==> config.mk <==
export PLATFORM = sky130hd
export DESIGN_NAME = lpf_cfg_ctrl
export DESIGN_NICKNAME = d
export VERILOG_FILES = /design/src/rtl/lpf_cfg_pkg.sv /design/src/rtl/lpf_thr_bank.sv /design/src/rtl/lpf_cfg_ctrl.sv
export SDC_FILE = /design/constraint.sdc
export NUM_CORES = 1
export LEC_CHECK = 0
export CORE_UTILIZATION = 55
export CTS_BUF_LIST = sky130_fd_sc_hd__clkbuf_2 sky130_fd_sc_hd__clkbuf_4 sky130_fd_sc_hd__clkbuf_8
export CTS_CLUSTER_DIAMETER = 100
export DETAILED_ROUTE_END_ITERATION = 10
export GPL_TIMING_DRIVEN = 1
export PLACE_DENSITY = 0.82
export SYNTH_ARGS = -nofsm -noshare
export SYNTH_HDL_FRONTEND = slang
export SYNTH_SLANG_ARGS = --single-unit
export TNS_END_PERCENT = 100
==> constraint.sdc <==
create_clock -name clk -period 5.85 [get_ports clk]
set_input_delay 1.4625 -clock clk [delete_from_list [all_inputs] [get_ports clk]]
set_output_delay 1.4625 -clock clk [all_outputs]
set_load 0.02 [all_outputs]
==> src/rtl/lpf_cfg_pkg.sv <==
// lpf_cfg_pkg: shared opcode/state encodings, threshold width and status field positions
package lpf_cfg_pkg;
  localparam int TW = 14;
  typedef enum logic [1:0] {
    OP_SELECT  = 2'b00,
    OP_WRITE   = 2'b01,
    OP_COMMIT  = 2'b10,
    OP_CONTROL = 2'b11
  } opcode_e;
  typedef enum logic [1:0] {
    ST_IDLE     = 2'd0,
    ST_SELECTED = 2'd1,
    ST_APPLY    = 2'd2
  } state_e;
  localparam int ST_ERR_BIT   = 15;
  localparam int ST_BUSY_BIT  = 14;
  localparam int ST_STATE_LSB = 12;
  localparam int ST_SEL_LSB   = 10;
  localparam int ST_PEND_LSB  = 6;
endpackage

==> src/rtl/lpf_thr_bank.sv <==
// lpf_thr_bank: per-channel shadow/active threshold registers with pending-write tracking
// Ports:
//   clk, reset       clock, asynchronous active-high reset
//   i_wr_en/ch/data  shadow write of one channel (marks it pending)
//   i_commit_mask    copy shadow to active for each set bit (clears pending)
//   i_clr_pend       drop all pending marks
//   o_thr            active thresholds, channel i at [i*TW +: TW]
//   o_pend           pending-write mask
module lpf_thr_bank #(
  parameter int NCH = 4,
  parameter int TW = 14,
  parameter logic [TW-1:0] DEF_THR = '0
) (
  input  logic              clk,
  input  logic              reset,
  input  logic              i_wr_en,
  input  logic [1:0]        i_wr_ch,
  input  logic [TW-1:0]     i_wr_data,
  input  logic [NCH-1:0]    i_commit_mask,
  input  logic              i_clr_pend,
  output logic [NCH*TW-1:0] o_thr,
  output logic [NCH-1:0]    o_pend
);
  logic [TW-1:0] r_shadow [NCH];
  logic [TW-1:0] r_thr [NCH];
  logic          r_pend [NCH];
  for (genvar i = 0; i < NCH; i++) begin : g_ch
    logic w_hit;
    assign w_hit = i_wr_en && i_wr_ch == 2'(i);
    always_ff @(posedge clk or posedge reset)
      if (reset) begin
        r_shadow[i] <= DEF_THR;
        r_thr[i]    <= DEF_THR;
        r_pend[i]   <= 1'b0;
      end else begin
        if (w_hit) r_shadow[i] <= i_wr_data;
        if (i_commit_mask[i]) r_thr[i] <= r_shadow[i];
        r_pend[i] <= w_hit ? 1'b1 : (i_clr_pend || i_commit_mask[i]) ? 1'b0 : r_pend[i];
      end
    assign o_thr[i*TW +: TW] = r_thr[i];
    assign o_pend[i] = r_pend[i];
  end
endmodule

==> src/rtl/lpf_cfg_ctrl.sv <==
// lpf_cfg_ctrl: SPI-word driven configuration of per-channel low-pass-filter thresholds
// Ports:
//   clk, reset   clock, asynchronous active-high reset
//   i_rx_valid   one-cycle strobe qualifying i_rx_data
//   i_rx_data    {opcode[1:0], payload[13:0]}
//   o_thr        active threshold per channel, channel i at [i*TW +: TW]
//   o_lpf_rst    one-cycle per-channel filter reset, high during the APPLY cycle
//   o_status     {err, busy, state, sel_ch, pend_mask, 6'b0}
//   o_err        sticky protocol error
module lpf_cfg_ctrl #(
  parameter int NCH = 4,
  parameter int TW = lpf_cfg_pkg::TW,
  parameter int TIMEOUT = 1024,
  parameter logic [TW-1:0] DEF_THR = '0
) (
  input  logic              clk,
  input  logic              reset,
  input  logic              i_rx_valid,
  input  logic [15:0]       i_rx_data,
  output logic [NCH*TW-1:0] o_thr,
  output logic [NCH-1:0]    o_lpf_rst,
  output logic [15:0]       o_status,
  output logic              o_err
);
  import lpf_cfg_pkg::*;
  localparam int CW = (TIMEOUT > 1) ? $clog2(TIMEOUT) : 1;
  localparam logic [3:0] VALID_MASK = 4'((1 << NCH) - 1);
  state_e         r_state, w_state_nx, r_ret_state;
  logic [1:0]     r_sel_ch;
  logic [CW-1:0]  r_cnt;
  logic           r_err;
  logic [NCH-1:0] r_eff_mask, r_lpf_rst, w_pend, w_commit_mask;
  logic [3:0]     w_pend4, w_eff;
  opcode_e        w_op;
  logic [13:0]    w_pl;
  logic           w_cmd, w_sel_ok, w_expire;
  logic           w_sel, w_wr, w_commit, w_clr_err, w_abort, w_set_err;
  assign w_op = opcode_e'(i_rx_data[15:14]);
  assign w_pl = i_rx_data[13:0];
  // Words arriving while APPLY is in progress are never acted upon.
  assign w_cmd = i_rx_valid && r_state != ST_APPLY;
  // The whole payload is compared so out-of-range values like 5 are rejected rather than aliased.
  assign w_sel_ok = int'(w_pl) < NCH;
  // A word in the expiry cycle wins over the timeout.
  assign w_expire = r_state == ST_SELECTED && !i_rx_valid && r_cnt == CW'(TIMEOUT - 1);
  assign w_pend4 = 4'(w_pend);
  assign w_eff = w_pl[3:0] & w_pend4 & VALID_MASK;
  assign w_commit_mask = r_state == ST_APPLY ? r_eff_mask : '0;
  always_ff @(posedge clk or posedge reset)
    if (reset) r_state <= ST_IDLE;
    else r_state <= w_state_nx;
  always_comb begin
    w_state_nx = r_state == ST_APPLY ? r_ret_state :
                 (w_expire || w_wr || w_abort) ? ST_IDLE :
                 w_commit ? ST_APPLY :
                 w_sel ? ST_SELECTED : r_state;
  end
  always_comb begin
    w_sel     = w_cmd && w_op == OP_SELECT && w_sel_ok;
    w_wr      = w_cmd && w_op == OP_WRITE && r_state == ST_SELECTED;
    w_commit  = w_cmd && w_op == OP_COMMIT;
    w_clr_err = w_cmd && w_op == OP_CONTROL && w_pl[0];
    w_abort   = w_cmd && w_op == OP_CONTROL && w_pl[1];
    w_set_err = w_expire || (i_rx_valid && r_state == ST_APPLY) ||
                (w_cmd && w_op == OP_SELECT && !w_sel_ok) ||
                (w_cmd && w_op == OP_WRITE && r_state == ST_IDLE);
  end
  always_ff @(posedge clk or posedge reset)
    if (reset) begin
      r_err       <= 1'b0;
      r_sel_ch    <= 2'd0;
      r_cnt       <= '0;
      r_ret_state <= ST_IDLE;
      r_eff_mask  <= '0;
      r_lpf_rst   <= '0;
    end else begin
      r_err <= w_set_err ? 1'b1 : w_clr_err ? 1'b0 : r_err;
      if (w_sel) r_sel_ch <= w_pl[1:0];
      r_cnt <= w_sel ? '0 :
               (r_state == ST_SELECTED && !i_rx_valid && !w_expire) ? r_cnt + CW'(1) : r_cnt;
      if (w_commit) begin
        r_ret_state <= r_state;
        r_eff_mask  <= w_eff[NCH-1:0];
      end
      r_lpf_rst <= (w_commit && w_pl[4]) ? w_eff[NCH-1:0] : '0;
    end
  lpf_thr_bank #(
    .NCH    (NCH),
    .TW     (TW),
    .DEF_THR(DEF_THR)
  ) u_bank (
    .clk          (clk),
    .reset        (reset),
    .i_wr_en      (w_wr),
    .i_wr_ch      (r_sel_ch),
    .i_wr_data    (w_pl[TW-1:0]),
    .i_commit_mask(w_commit_mask),
    .i_clr_pend   (w_abort),
    .o_thr        (o_thr),
    .o_pend       (w_pend)
  );
  always_comb begin
    o_status = '0;
    o_status[ST_ERR_BIT] = r_err;
    o_status[ST_BUSY_BIT] = r_state != ST_IDLE;
    o_status[ST_STATE_LSB +: 2] = r_state;
    o_status[ST_SEL_LSB +: 2] = r_sel_ch;
    o_status[ST_PEND_LSB +: 4] = w_pend4;
  end
  assign o_err = r_err;
  assign o_lpf_rst = r_lpf_rst;
endmodule

; Word-level counts from Yosys, hierarchy flattened
; Index checks and enable logic that the tools add are counted.
[word_totals]
wordCells = 93
inputBits = 19
out_inout_bits = 77
reg_bits = 141
[classes]
muxes = 18
eq_ne = 10
reduce_logical = 43
add_sub_neg = 1
bitwise = 1
order_cmp = 1
[op_table]
columns = op, n
row1 = 1-bit logical AND, 20
row2 = 10-bit two-way mux, 2
row3 = 14-bit by 3-bit less-than comparator with 1-bit output (second input constant), 1
row4 = 2-bit nonzero test, 7
row5 = 10-bit by 1-bit adder with 10-bit output (second input constant), 1
row6 = 10-bit == test (second input constant), 1
row7 = 2-bit == test (second input constant), 5
row8 = 1-bit two-way mux, 10
row9 = 1-bit logical OR, 9
row10 = 2-bit two-way mux, 4
row11 = 4-bit two-way mux, 2
row12 = 2-bit by 1-bit == test with 1-bit output (second input constant), 3
row13 = 2-bit zero test, 3
row14 = 4-bit bitwise AND, 1
row15 = 4-bit nonzero test, 1
row16 = 1-bit zero test, 3
row17 = 2-bit inequality test (second input constant), 1

; Longest topological paths before layout
[depth]
word_depth = 8
mapped_depth = 6
mapped_depth_nobuf = 5

; Modules after synthesis
; A second synthesis with hierarchy kept.
[hier_totals]
cells_unflattened = 395
area_unflattened_um2 = 5685.5
[modules_own_cells]
columns = mod, area_per_inst_um2, instances, cells_per_inst, seq_area_each_um2
row1 = lpf_thr_bank, 4336.7, 1, 253, 2902.8
row2 = lpf_cfg_ctrl, 1348.8, 1, 142, 625.6

; Worst setup path after synthesis
; No wires, ideal clock.
[synth_path]
path_kind = in2reg
start = in i_rx_data[15]
end = reg u_bank.r_shadow[47] (netlist bit)
required_ns = 5.725
setup_ns = 0.125
setup_slack_ns = 3.016
path_stages = 5
n_path_buf = 1
arrival_time_ns = 2.709
cell_sequence = and4bb_2 nand2_1 nor3_2 buf_4 mux2_2
[synth_via]
elab_chain_cells = 4
[synth_rtl]
columns = item, line
row1 = start: declaration, lpf_cfg_ctrl.sv:19  ; input logic [15:0] i_rx_data,
row2 = 2-bit by 1-bit == test with 1-bit output, lpf_cfg_ctrl.sv:60  ; w_wr = w_cmd && w_op == OP_WRITE && r_state == ST_SELECTED;
row3 = 1-bit logical AND (2 in series), lpf_cfg_ctrl.sv:60
row4 = 1-bit logical AND, lpf_thr_bank.sv:29  ; assign w_hit = i_wr_en && i_wr_ch == 2'(i);
row5 = end signal: indexed assignment, lpf_thr_bank.sv:36  ; if (w_hit) r_shadow[i] <= i_wr_data;
row6 = end: declaration, lpf_thr_bank.sv:24  ; logic [TW-1:0] r_shadow [NCH];
; No other way between the ends.
; A chain may end at the register's enable or synchronous reset.

; Final worst setup path
[layout_path]
start = in i_rx_data[14]
end = reg u_bank.r_shadow[49] (netlist bit)
; The elaborated chain is that of the path after synthesis.

==> run metrics <==
register area 3530 µm²; crit path cell chain clkdlybuf4s50_1 > and4bb_2 > nand2_1 > nor3_2 > mux2_2; Post-synth ARST share 100%; Total Power 2020 µW; post-CTS sizing 0; max layer used met4; met2 WL 6050 µm; post-route core utilization 71.4%; Layout Nets 503; Crit. End Element flop; crit path kind in -> reg; main flop type after synthesis dfrtp_1; # fillers 674; Mapped Area 5610 µm²; post-CTS setup buffers 0; CTS root buffer clkbuf_8; global-route usage over all layers 24.7%; CTS tree done; WL met3 697 µm; CP top delay family simple AND/OR/NAND/NOR gates; post-synthesis cell count 389; Max FO, Critical Path 15; GRT overflow 0; top cells by count, synth dfrtp_1 (141), mux2_2 (115), nand2_1 (23); initial antenna violation count 0; initial DRC count 182; CTS buffer count 17; Worst-path clk slew 80 ps; sequential share of the synthesized area 62.9%; Yosys warnings 0; drt first pass iters 4; Yosys reg bits 141; clock tree buffer depth 2; crit share post-route 60.6%; status finished clean; Leak Pwr 0.00343 µW; Final Critical Period 3540 ps; Die H 103 µm; most common cell in the synthesized netlist dfrtp_1; vias in the first global route 3557; Post-DP HPWL 8050 µm; largest net degree at the start of global routing 109; Worst EP required 6170 ps; Synth area leader dfrtp_1; die area 10600 µm²; cts hold-fix bufs 0; Syn-to-layout area delta 24.9%; Starting Density 57.1%; Setup WS pre-CTS 1920 ps; final setup margin 2310 ps; Vias/cell 5.68; pwr/cell area 288 nW/µm²; M1 wire length 5070 µm; top-area cell type share of the netlist area 62.9%; share of cells above drive strength 1 30.9%; via count 3567; WL per Instance 19.2 µm; slowest cell on the critical path nor3_2; Total Wirelength 12100 µm; Clk Latency, worst-skew pair 430 ps; Port-buffer cells 89; Post-synth EDFFs 0; Worst Max-Slew Pin Slew 1220 ps; fmax 282 MHz; Sink Count 141; final hold vios 0; H-tree levels 4; final setup fails 0; Critical Path AT 3860 ps; Critical path buffers and inverters 1; GP Congestion 0.885; # DRC 0; post-route ant nets 0; Slew Limit Fails 0; average cell area after synthesis 14.4 µm²; die width 103 µm; Max stage delay on crit path 940 ps; max cap viols 0; Slew HR 18.1%; Setup Skew 10.9 ps; Fin Setup TNS 0 ps; synth top area cells dfrtp_1 (63%), mux2_2 (23%), nand2_1 (1.5%); Startpoint Class input pin; footprint of the multi-input gates 1960 µm²; core box area 9820 µm²; unrepaired setup endpoints after global routing no; number of diodes 0; IO Count 96; row count 36; HP Class reg -> reg; Distinct cells, synth 41; first-pass GRT wire length 18800 µm; Worst VDD drop 0.214 mV
[worst register-to-register path, stage by stage, from the launching register on]
cell      delay (ps)
dfrtp_1          460
and4bb_2         380
nand2_1          100
nor3_2           940
mux2_2           450
[per-layer routing]
| layer | vias up | track usage [%] |
|---|---|---|
| met3 | 25 | 5.97 |
| met2 | 121 | 40.1 |
| met4 | 0 | 10.1 |
| met1 | 1847 | 32.2 |
| met5 | - | 0 |
| li1 | 1574 | - |
[registers in the layout, indices dropped and copies added, names as in the netlist]
register and count:
r_cnt 10, o_lpf_rst 4, r_state 2, u_bank.r_shadow 56
u_bank.o_pend 4, u_bank.o_thr 56, r_ret_state 2, r_sel_ch 2
o_err 1, r_eff_mask 4
[path summary, 6_finish.rpt]
kind,from,end,slack (ps),cells after the start
max in group asynchronous,reset,u_bank.o_thr[10]$_DFFE_PP0P_,3220,3
min in group asynchronous,reset,u_bank.o_thr[30]$_DFFE_PP0P_,1640,2
hold reg to reg,r_ret_state[1]$_DFFE_PP0P_,r_ret_state[1]$_DFFE_PP0P_,490,2
hold / removal,r_ret_state[1]$_DFFE_PP0P_,r_ret_state[1]$_DFFE_PP0P_,490,2
setup reg to reg,r_state[1]$_DFFE_PP0P_,u_bank.r_shadow[49]$_DFFE_PP0P_,3410,4
setup / recovery,i_rx_data[14],u_bank.r_shadow[49]$_DFFE_PP0P_,2310,5
[logic make-up (layout without fill, tap and decap cells)]
| family | Yosys count | after routing | synth area share (%) |
|---|---|---|---|
| AND/OR/NAND/NOR | 68 | 68 | 6.92 |
| XOR/XNOR | 2 | 2 | 0.312 |
| flip-flops | 141 | 141 | 62.9 |
| other | 1 | 6 | 0.0669 |
| multiplexers | 116 | 116 | 23.3 |
| buffers and inverters | 26 | 127 | 2.48 |
| AO/OA/AOI/OAI | 34 | 34 | 3.84 |
| adder cells (fa/ha/maj) | 1 | 1 | 0.223 |
[where the power goes]
part           switching (µW)  internal, µW  total, µW
Combinational             113          69.5        182
Clock                     384           442        826
Sequential               16.4           994       1010
[cell usage in the layout, fill, tap and decap left out, types with 6 or more instances in the layout]
master	synthesis	layout
dfrtp_1	141	141
mux2_2	115	115
clkdlybuf4s50_1	0	89
nand2_1	23	23
clkbuf_8	0	18
o21ai_0	13	13
nor2_1	9	9
and3_1	7	7
inv_6	0	6
conb_1	1	6
[area by class of cell]
type / count / share of cell area, %
inverters: 6 / 0.393
flip-flops and latches: 141 / 50.3
clock buffers: 18 / 3.54
well taps: 133 / 2.37
multi-input cells: 227 / 28.0
clock inverters: 13 / 2.55
repair buffers: 90 / 12.8
[per-stage QoR]
| step | hold slack (ps) | cells | cell area [µm²] |
|---|---|---|---|
| finish | 488 | 628 | 7010 |
| global route | 516 | 628 | 7010 |
| CTS | 488 | 628 | 7010 |
| detailed placement | 471 | 597 | 6580 |
| global placement | 462 | 597 | 6580 |
| floorplan | 445 | 394 | 5630 |
Power figures use the tool's default switching activity.
